**config.mk**
```make
export PLATFORM = sky130hd
export DESIGN_NAME = register_file_flat
export DESIGN_NICKNAME = d
export VERILOG_FILES = /design/src/rtl/register_file_pkg.sv /design/src/rtl/register_file_if.sv /design/src/rtl/register_file.sv /design/src/flat_wrapper.sv
export SDC_FILE = /design/constraint.sdc
export NUM_CORES = 2
export LEC_CHECK = 0
export ABC_AREA = 1
export CORE_ASPECT_RATIO = 1.25
export CORE_UTILIZATION = 35
export CTS_BUF_LIST = sky130_fd_sc_hd__clkbuf_8
export DETAILED_ROUTE_END_ITERATION = 6
export PLACE_DENSITY = 0.62
export SLEW_MARGIN = 20
export SYNTH_ARGS = -nofsm -noshare
export SYNTH_HDL_FRONTEND = slang
export SYNTH_SLANG_ARGS = --single-unit
```
**constraint.sdc**
```tcl
create_clock -name clk -period 8.05 [get_ports clk]
set_input_delay 1.2075 -clock clk [delete_from_list [all_inputs] [get_ports clk]]
set_output_delay 1.2075 -clock clk [all_outputs]
set_load 0.03 [all_outputs]
```
**src/rtl/register_file_pkg.sv**
```systemverilog
// Shared widths and the rename-table entry type for the register file,
// plus the read-port bypass helper used by both source ports.
package register_file_pkg;

  localparam int REG_POS_WID = 5;
  localparam int ROB_POS_WID = 4;
  localparam int ROB_SIZE    = 16;
  localparam int XLEN        = 32;
  localparam int NUM_REGS    = 1 << REG_POS_WID;

  typedef struct packed {
    logic [XLEN-1:0]        val;
    logic                   busy;
    logic [ROB_POS_WID-1:0] tag;
  } rf_entry_t;

  // A commit landing on a busy entry with a matching tag is forwarded this cycle.
  // A same-cycle issue is deliberately not considered: sources are read before rename.
  function automatic rf_entry_t rf_read_bypass(
    input rf_entry_t              ent,
    input logic [REG_POS_WID-1:0] rs,
    input logic                   cw,
    input logic [REG_POS_WID-1:0] crd,
    input logic [XLEN-1:0]        cval,
    input logic [ROB_POS_WID-1:0] cpos
  );
    rf_entry_t r;
    r = ent;
    if (rs == '0) begin
      r = '0;
    end else if (cw && (crd == rs) && ent.busy && (ent.tag == cpos)) begin
      r.val  = cval;
      r.busy = 1'b0;
    end
    return r;
  endfunction

endpackage

```
**src/rtl/register_file_if.sv**
```systemverilog
// Decoder/ROB <-> register file bus: issue rename, source queries, commit write.
interface register_file_if;
  import register_file_pkg::*;

  logic                   rollback;
  logic                   issue;
  logic [REG_POS_WID-1:0] issue_rd;
  logic [ROB_POS_WID-1:0] issue_rob_pos;
  logic [REG_POS_WID-1:0] rs1;
  logic [REG_POS_WID-1:0] rs2;
  logic [XLEN-1:0]        rs1_val;
  logic [XLEN-1:0]        rs2_val;
  logic                   rs1_busy;
  logic                   rs2_busy;
  logic [ROB_POS_WID-1:0] rs1_rob_pos;
  logic [ROB_POS_WID-1:0] rs2_rob_pos;
  logic                   commit_write;
  logic [REG_POS_WID-1:0] commit_rd;
  logic [XLEN-1:0]        commit_val;
  logic [ROB_POS_WID-1:0] commit_rob_pos;

  modport master (
    output rollback, issue, issue_rd, issue_rob_pos, rs1, rs2,
           commit_write, commit_rd, commit_val, commit_rob_pos,
    input  rs1_val, rs2_val, rs1_busy, rs2_busy, rs1_rob_pos, rs2_rob_pos
  );

  modport slave (
    input  rollback, issue, issue_rd, issue_rob_pos, rs1, rs2,
           commit_write, commit_rd, commit_val, commit_rob_pos,
    output rs1_val, rs2_val, rs1_busy, rs2_busy, rs1_rob_pos, rs2_rob_pos
  );
endinterface

```
**src/rtl/register_file.sv**
```systemverilog
// Architectural register file with rename tags: combinational dual read with
// commit bypass, issue renames rd, commit writes val and retires matching tags.
module register_file
  import register_file_pkg::*;
(
  input  logic            clk,
  input  logic            rst,
  input  logic            i_rdy,
  register_file_if.slave  io_bus
);

  rf_entry_t r_rf [NUM_REGS];
  rf_entry_t w_rd1;
  rf_entry_t w_rd2;
  logic      w_commit;
  logic      w_issue;

  assign w_commit = io_bus.commit_write && (io_bus.commit_rd != '0);
  assign w_issue  = io_bus.issue && (io_bus.issue_rd != '0) && !io_bus.rollback;

  always_comb begin
    w_rd1 = rf_read_bypass(r_rf[io_bus.rs1], io_bus.rs1, io_bus.commit_write,
                           io_bus.commit_rd, io_bus.commit_val, io_bus.commit_rob_pos);
    w_rd2 = rf_read_bypass(r_rf[io_bus.rs2], io_bus.rs2, io_bus.commit_write,
                           io_bus.commit_rd, io_bus.commit_val, io_bus.commit_rob_pos);
  end

  assign io_bus.rs1_val     = w_rd1.val;
  assign io_bus.rs1_busy    = w_rd1.busy;
  assign io_bus.rs1_rob_pos = w_rd1.tag;
  assign io_bus.rs2_val     = w_rd2.val;
  assign io_bus.rs2_busy    = w_rd2.busy;
  assign io_bus.rs2_rob_pos = w_rd2.tag;

  // Entry 0 is only ever cleared, so x0 stays zero without a special case.
  always_ff @(posedge clk) begin
    if (rst) begin
      for (int i = 0; i < NUM_REGS; i++) r_rf[i] <= '0;
    end else if (i_rdy) begin
      for (int i = 1; i < NUM_REGS; i++) begin
        if (w_commit && (io_bus.commit_rd == REG_POS_WID'(i)))
          r_rf[i].val <= io_bus.commit_val;
        // Priority: flush, then a fresh rename, then retirement of a matching tag.
        if (io_bus.rollback) begin
          r_rf[i].busy <= 1'b0;
        end else if (w_issue && (io_bus.issue_rd == REG_POS_WID'(i))) begin
          r_rf[i].busy <= 1'b1;
          r_rf[i].tag  <= io_bus.issue_rob_pos;
        end else if (w_commit && (io_bus.commit_rd == REG_POS_WID'(i)) &&
                     (r_rf[i].tag == io_bus.commit_rob_pos)) begin
          r_rf[i].busy <= 1'b0;
        end
      end
    end
  end

endmodule

```
**src/flat_wrapper.sv**
```systemverilog
// flat-port wrapper written by rule: the top's interface ports become plain ports
module register_file_flat import register_file_pkg::*;
  (clk, rst, i_rdy, io_bus_rollback, io_bus_issue, io_bus_issue_rd, io_bus_issue_rob_pos, io_bus_rs1, io_bus_rs2, io_bus_commit_write, io_bus_commit_rd, io_bus_commit_val, io_bus_commit_rob_pos, io_bus_rs1_val, io_bus_rs2_val, io_bus_rs1_busy, io_bus_rs2_busy, io_bus_rs1_rob_pos, io_bus_rs2_rob_pos);
  register_file_if io_bus_i ();
  input  logic clk;
  input  logic rst;
  input  logic i_rdy;
  input wire logic [$bits(io_bus_i.rollback)-1:0] io_bus_rollback;
  input wire logic [$bits(io_bus_i.issue)-1:0] io_bus_issue;
  input wire logic [$bits(io_bus_i.issue_rd)-1:0] io_bus_issue_rd;
  input wire logic [$bits(io_bus_i.issue_rob_pos)-1:0] io_bus_issue_rob_pos;
  input wire logic [$bits(io_bus_i.rs1)-1:0] io_bus_rs1;
  input wire logic [$bits(io_bus_i.rs2)-1:0] io_bus_rs2;
  input wire logic [$bits(io_bus_i.commit_write)-1:0] io_bus_commit_write;
  input wire logic [$bits(io_bus_i.commit_rd)-1:0] io_bus_commit_rd;
  input wire logic [$bits(io_bus_i.commit_val)-1:0] io_bus_commit_val;
  input wire logic [$bits(io_bus_i.commit_rob_pos)-1:0] io_bus_commit_rob_pos;
  output wire logic [$bits(io_bus_i.rs1_val)-1:0] io_bus_rs1_val;
  output wire logic [$bits(io_bus_i.rs2_val)-1:0] io_bus_rs2_val;
  output wire logic [$bits(io_bus_i.rs1_busy)-1:0] io_bus_rs1_busy;
  output wire logic [$bits(io_bus_i.rs2_busy)-1:0] io_bus_rs2_busy;
  output wire logic [$bits(io_bus_i.rs1_rob_pos)-1:0] io_bus_rs1_rob_pos;
  output wire logic [$bits(io_bus_i.rs2_rob_pos)-1:0] io_bus_rs2_rob_pos;
  assign io_bus_i.rollback = io_bus_rollback;
  assign io_bus_i.issue = io_bus_issue;
  assign io_bus_i.issue_rd = io_bus_issue_rd;
  assign io_bus_i.issue_rob_pos = io_bus_issue_rob_pos;
  assign io_bus_i.rs1 = io_bus_rs1;
  assign io_bus_i.rs2 = io_bus_rs2;
  assign io_bus_i.commit_write = io_bus_commit_write;
  assign io_bus_i.commit_rd = io_bus_commit_rd;
  assign io_bus_i.commit_val = io_bus_commit_val;
  assign io_bus_i.commit_rob_pos = io_bus_commit_rob_pos;
  assign io_bus_rs1_val = io_bus_i.rs1_val;
  assign io_bus_rs2_val = io_bus_i.rs2_val;
  assign io_bus_rs1_busy = io_bus_i.rs1_busy;
  assign io_bus_rs2_busy = io_bus_i.rs2_busy;
  assign io_bus_rs1_rob_pos = io_bus_i.rs1_rob_pos;
  assign io_bus_rs2_rob_pos = io_bus_i.rs2_rob_pos;
  register_file u_core (.clk(clk), .rst(rst), .i_rdy(i_rdy), .io_bus(io_bus_i));
endmodule
```
* Word-level counts from Yosys, hierarchy flattened
Memories as Yosys holds them, arrays and structs flattened.
Cells that the tools add are included.
** Word-level totals
- Register bits after elaboration :: 0
- Memory bits (writable) :: 1184
- Bits of input ports :: 66
- Output and inout port bits :: 74
- Logic and storage cells :: 992
- Memories :: 1
** Memory list
- u_core.r_rf :: words 32, width 37, read ports 33, clocked after memory_dff 0, wr ports 32, RTL line register_file.sv:12 : rf_entry_t r_rf [NUM_REGS];
** Operators by class
- Equal/unequal tests :: 97
- Multiplexer cells :: 632
- Bitwise logic cells :: 155
- Reduce and logical (&&, ||, !) cells :: 107
** Operator list (number)
- 2-to-1 mux 32 bit :: 31
- 2-to-1 mux 1 bit :: 564
- == test 5 bit, second input constant :: 32
- OR 1 bit :: 155
- == test 4 bit :: 33
- 2-to-1 mux 33 bit :: 4
- 2-to-1 mux 4 bit :: 33
- logical AND 1 bit :: 102
- == test 5 x 4 -> 1 bit, second input constant :: 16
- == test 5 x 3 -> 1 bit, second input constant :: 8
- == test 5 x 2 -> 1 bit, second input constant :: 4
- == test 5 x 1 -> 1 bit, second input constant :: 2
- == test 5 bit :: 2
- logical NOT 5 bit :: 2
- nonzero test 5 bit :: 2
- logical NOT 1 bit :: 1

* Depth between registers and ports, before layout
- Depth in word-level cells :: 11
- Mapped depth :: 18
- Depth with buffers taken out :: 15

* Worst setup path after synthesis
No wires, ideal clock.
- Kind :: input -> register
- Start point :: input port i_rdy
- End point :: memory u_core.r_rf[21][10] (netlist bit) (enable)
- Library setup time :: 0.466 ns
- Data arrival time :: 4.476 ns
- Data required time :: 7.584 ns
- Setup slack :: 3.108 ns
- Cell stages on the path :: 5
- Path buffers :: 1
- Cells stage by stage :: buf_2 > clkinv_1 > nor2_2 > clkinv_1 > o21ai_0
** RTL lines
- start, declared :: RTL line flat_wrapper.sv:7 : input logic i_rdy;
- end, declared :: RTL line register_file.sv:12

* Final worst setup path
- Start point :: input port io_bus_rs1[1]
- End point :: output port io_bus_rs1_val[29]
** Between the ends
- Cells in the longest elaborated chain, start to end :: 6
- Elaborated cells between the ends (all ways) :: 9
- Those cells by class :: eq/ne (2); mux (2); reduce/logical (4); memory (1)
** Ends and longest elaborated chain
- start, declared :: RTL line flat_wrapper.sv:12 : input wire logic [$bits(io_bus_i.rs1)-1:0] io_bus_rs1;
- parallel branches: the longest is 5 deep, another holds memory (32 x 37 bit)
- 2-to-1 mux 33 bit * :: RTL line register_file_pkg.sv:29 : if (rs == '0) begin
- end, declared :: RTL line flat_wrapper.sv:18 : output wire logic [$bits(io_bus_i.rs1_val)-1:0] io_bus_rs1_val;
Every way passes the cells marked *.

==> flow_metrics.py <==
metrics = {
    "setup_path": {
        "crit_type": "input port to output pin",
        "endpoint_kind": "output pin",
        "r2r-end": "u_core.r_rf[21][4]",
        "r2r-start": "u_core.r_rf[21][2]",
        "r2r_slack_ps": 6250,
        "cp.required_ps": 6840,
        "critPathLaunchType": "input port",
        "cp_data_arrival_time_ps": 5710,
        "cp_max_fo": 105,
        "r2r_cells": 4,
    },
    "global_routing": {
        "grt-ovfl-total": 0,
        "grt_pass1_vias": 57399,
        "grt_pass1_wl_um": 382000,
        "antenna_found_initial": 11,
        "grt_max_degree": 193,
        "grt.total_usage_pct": 27.7,
    },
    "cells_and_area": {
        "instances_no_fill": 10106,
        "n_fill_cell": 18416,
        "largest-register": "u_core.r_rf",
        "area_growth_pct": 9.19,
        "largest_registers": "u_core.r_rf (1147)",
        "largest_reg_flops": 1147,
        "seqCellArea_sq_um": 34400,
        "postLayoutCoreUtil_pct": 38.4,
        "design_area_sq_um": 70600,
        "multi_input_area_sq_um": 25500,
        "nets": 7633,
        "final_common_cell": "nand2_1",
        "drive_above_1_share_pct": 5.69,
        "final_cell_mix": "nand2_1 (2005), edfxtp_1 (1147), nor2_1 (882)",
    },
    "pwr": {
        "combPwrFrac_pct": 17.0,
        "p_sw_mw": 4.49,
        "p_clk_share_pct": 32.9,
        "leakage_nw": 26.9,
        "swShare_pct": 31.2,
        "internal-power_mw": 9.91,
        "ir_drop_mv": 0.202,
        "p_per_area_nw_per_um2": 204,
        "pwr-share-seq_pct": 50.1,
    },
    "status": {
        "violations": "design-rule violations",
        "outcome": "finished, violations left",
    },
    "logic_synthesis": {
        "ys_seq_elements": 1147,
        "yosysWarnings": 0,
        "ys_async_sr_fraction_pct": 0,
        "synth_edf_count": 1147,
        "synth_ff_type": "edfxtp_1",
        "avgSynthCellArea_sq_um": 8.32,
        "synth.distinct_cells": 46,
        "syn_nets": 7841,
        "synth_seq_area_share_pct": 53.2,
        "synth_cells": 7775,
        "synth_area_sq_um": 64700,
    },
    "hold_path": {
        "min_from": "u_core.r_rf[20][1]",
        "min_to": "u_core.r_rf[20][4]",
        "hold_depth": 2,
        "hold_class": "register to register",
    },
    "clocking": {
        "cts_tree": "built",
        "cts.repair.resized": 0,
        "cts_max_path_buffers": 3,
        "numCtsBuffers": 179,
        "htreeDepth": 4,
        "clock_latency_ps": 950,
        "clock_sinks": 1147,
        "clk_pin_slew_ps": 70,
        "post_cts_buffers": 0,
        "hold_buffers": 0,
        "clockRootBuffer": "clkbuf_8",
    },
    "timing": {
        "hold_slack_ps": 755,
        "fin_crit_sh_pct": 86.0,
        "period_needed_ps": 6920,
        "timing.slew.headroom_pct": 15.0,
        "tns_ps": 0,
        "fmaxAchievable_mhz": 144,
        "rsz0062_at_grt": "no",
        "finClkSkew_ps": 36.8,
        "worst_slew_pin_slew_ps": 1270,
        "hold_viol_final": 0,
        "drv_slew": 0,
        "setup_viol": 0,
    },
    "place": {
        "placed_cells": 9789,
        "hpwl_um": 152000,
        "port_buffers": 139,
        "place.gp.congestion": 0.949,
        "postPlaceCellArea_sq_um": 67400,
    },
    "job": {
        "cap_violations": 0,
    },
    "routing": {
        "drt_iter0_drc": 9566,
        "dr.pass1.iters": 7,
        "ant_nets": 0,
        "drcViolationCount": 2,
        "routedWlPerCell_um": 26.4,
        "viasPerCell": 6.01,
        "wirelength_um": 267000,
        "dr_total_vias": 60773,
    },
    "floorplanning": {
        "coreArea_sq_um": 184000,
        "die_w_um": 387,
        "io_pins": 140,
        "die-area_sq_um": 187000,
        "start_util_pct": 35.2,
        "rows": 176,
        "die_h_um": 483,
    },
}
-- synth_stat cells (all sizes together), types with 35 or more instances --
cell	count	area (sq um)
clkinv	38	143
o21ai	341	1710
inv	462	1730
edfxtp	1147	34400
nand2	2044	7690
nand3	830	4160
buf	380	2070
o311ai	65	569
a31oi	35	219
o22ai	58	363
a21oi	744	3720
a211oi	82	616
nand4	77	482
o211ai	112	841
nor2	895	3410
clkbuf	269	1010
a221oi	39	348
-- how the worst max path moves through the flow --
stage	cells past startpoint	from	to	slack, ps
2_1_floorplan	5	i_rdy	u_core.r_rf[21][10]	3110
3_3_place_gp	15	io_bus_rs1[1]	io_bus_rs1_val[29]	1420
3_5_place_dp	15	io_bus_rs1[1]	io_bus_rs1_val[29]	1380
4_1_cts	15	io_bus_rs1[1]	io_bus_rs1_val[29]	1380
5_1_grt	16	io_bus_rs1[0]	io_bus_rs1_val[29]	1070
6_report	15	io_bus_rs1[1]	io_bus_rs1_val[29]	1130
-- routing by layer --
| metal | GRT usage [%] | vias to the layer above | wire [um] |
|---|---|---|---|
| met4 | 18.9 | 14 | 19400 |
| met3 | 6.33 | 1073 | 32600 |
| met1 | 34.0 | 28796 | 96100 |
| li1 | - | 26313 | - |
| met2 | 43.6 | 4577 | 119000 |
| met5 | 0 | - | 96 |
-- final cells by class --
type / count / area share, %
diodes: 2 / 0.00709
well taps: 2403 / 4.26
repair buffers: 260 / 3.54
multi-input cells: 5479 / 36.1
clock inverters: 134 / 1.08
inverters: 500 / 2.73
flip-flops and latches: 1147 / 48.8
clock buffers: 181 / 3.53
-- power by group through the flow --
stage | Combinational (mW) | Clock [mW] | Sequential [mW]
3_5_place_dp | 2.37 | 0 | 7.33
3_3_place_gp | 2.35 | 0 | 7.31
5_1_grt | 2.59 | 4.99 | 7.25
2_1_floorplan | 1.48 | 0 | 7.27
6_report | 2.45 | 4.74 | 7.22
4_1_cts | 2.38 | 4.75 | 7.20
-- per-stage QoR --
step	worst slack, ps	total power, mW
6_report	1130	14.4
5_1_grt	1070	14.8
4_1_cts	1380	14.3
3_5_place_dp	1380	9.69
3_3_place_gp	1420	9.66
2_1_floorplan	3110	8.74
-- cells by family (layout without fill, tap and decap cells) --
logic type	after synthesis	after routing	share of synthesized area, %
simple gates	3919	3919	25.0
compound gates	1525	1525	13.6
buf+inv	1149	1075	7.67
flops	1147	1147	53.2
xor+xnor	35	35	0.474
other cells	0	2	0
-- worst max-delay path: stages --
cell             delay [ps]
buf_6                   470
inv_8                   400
nand3_1                 230
nand3_1                 100
nand2_1                 130
nand2_1                  90
nand3_1                 230
nand2_1                 100
nand2_1                 120
nand2_1                  90
nor2_2                  950
nand4_1                 450
nand2_1                 330
inv_1                    80
clkdlybuf4s50_1         600
Note: power is estimated with default switching activity, not from simulation.
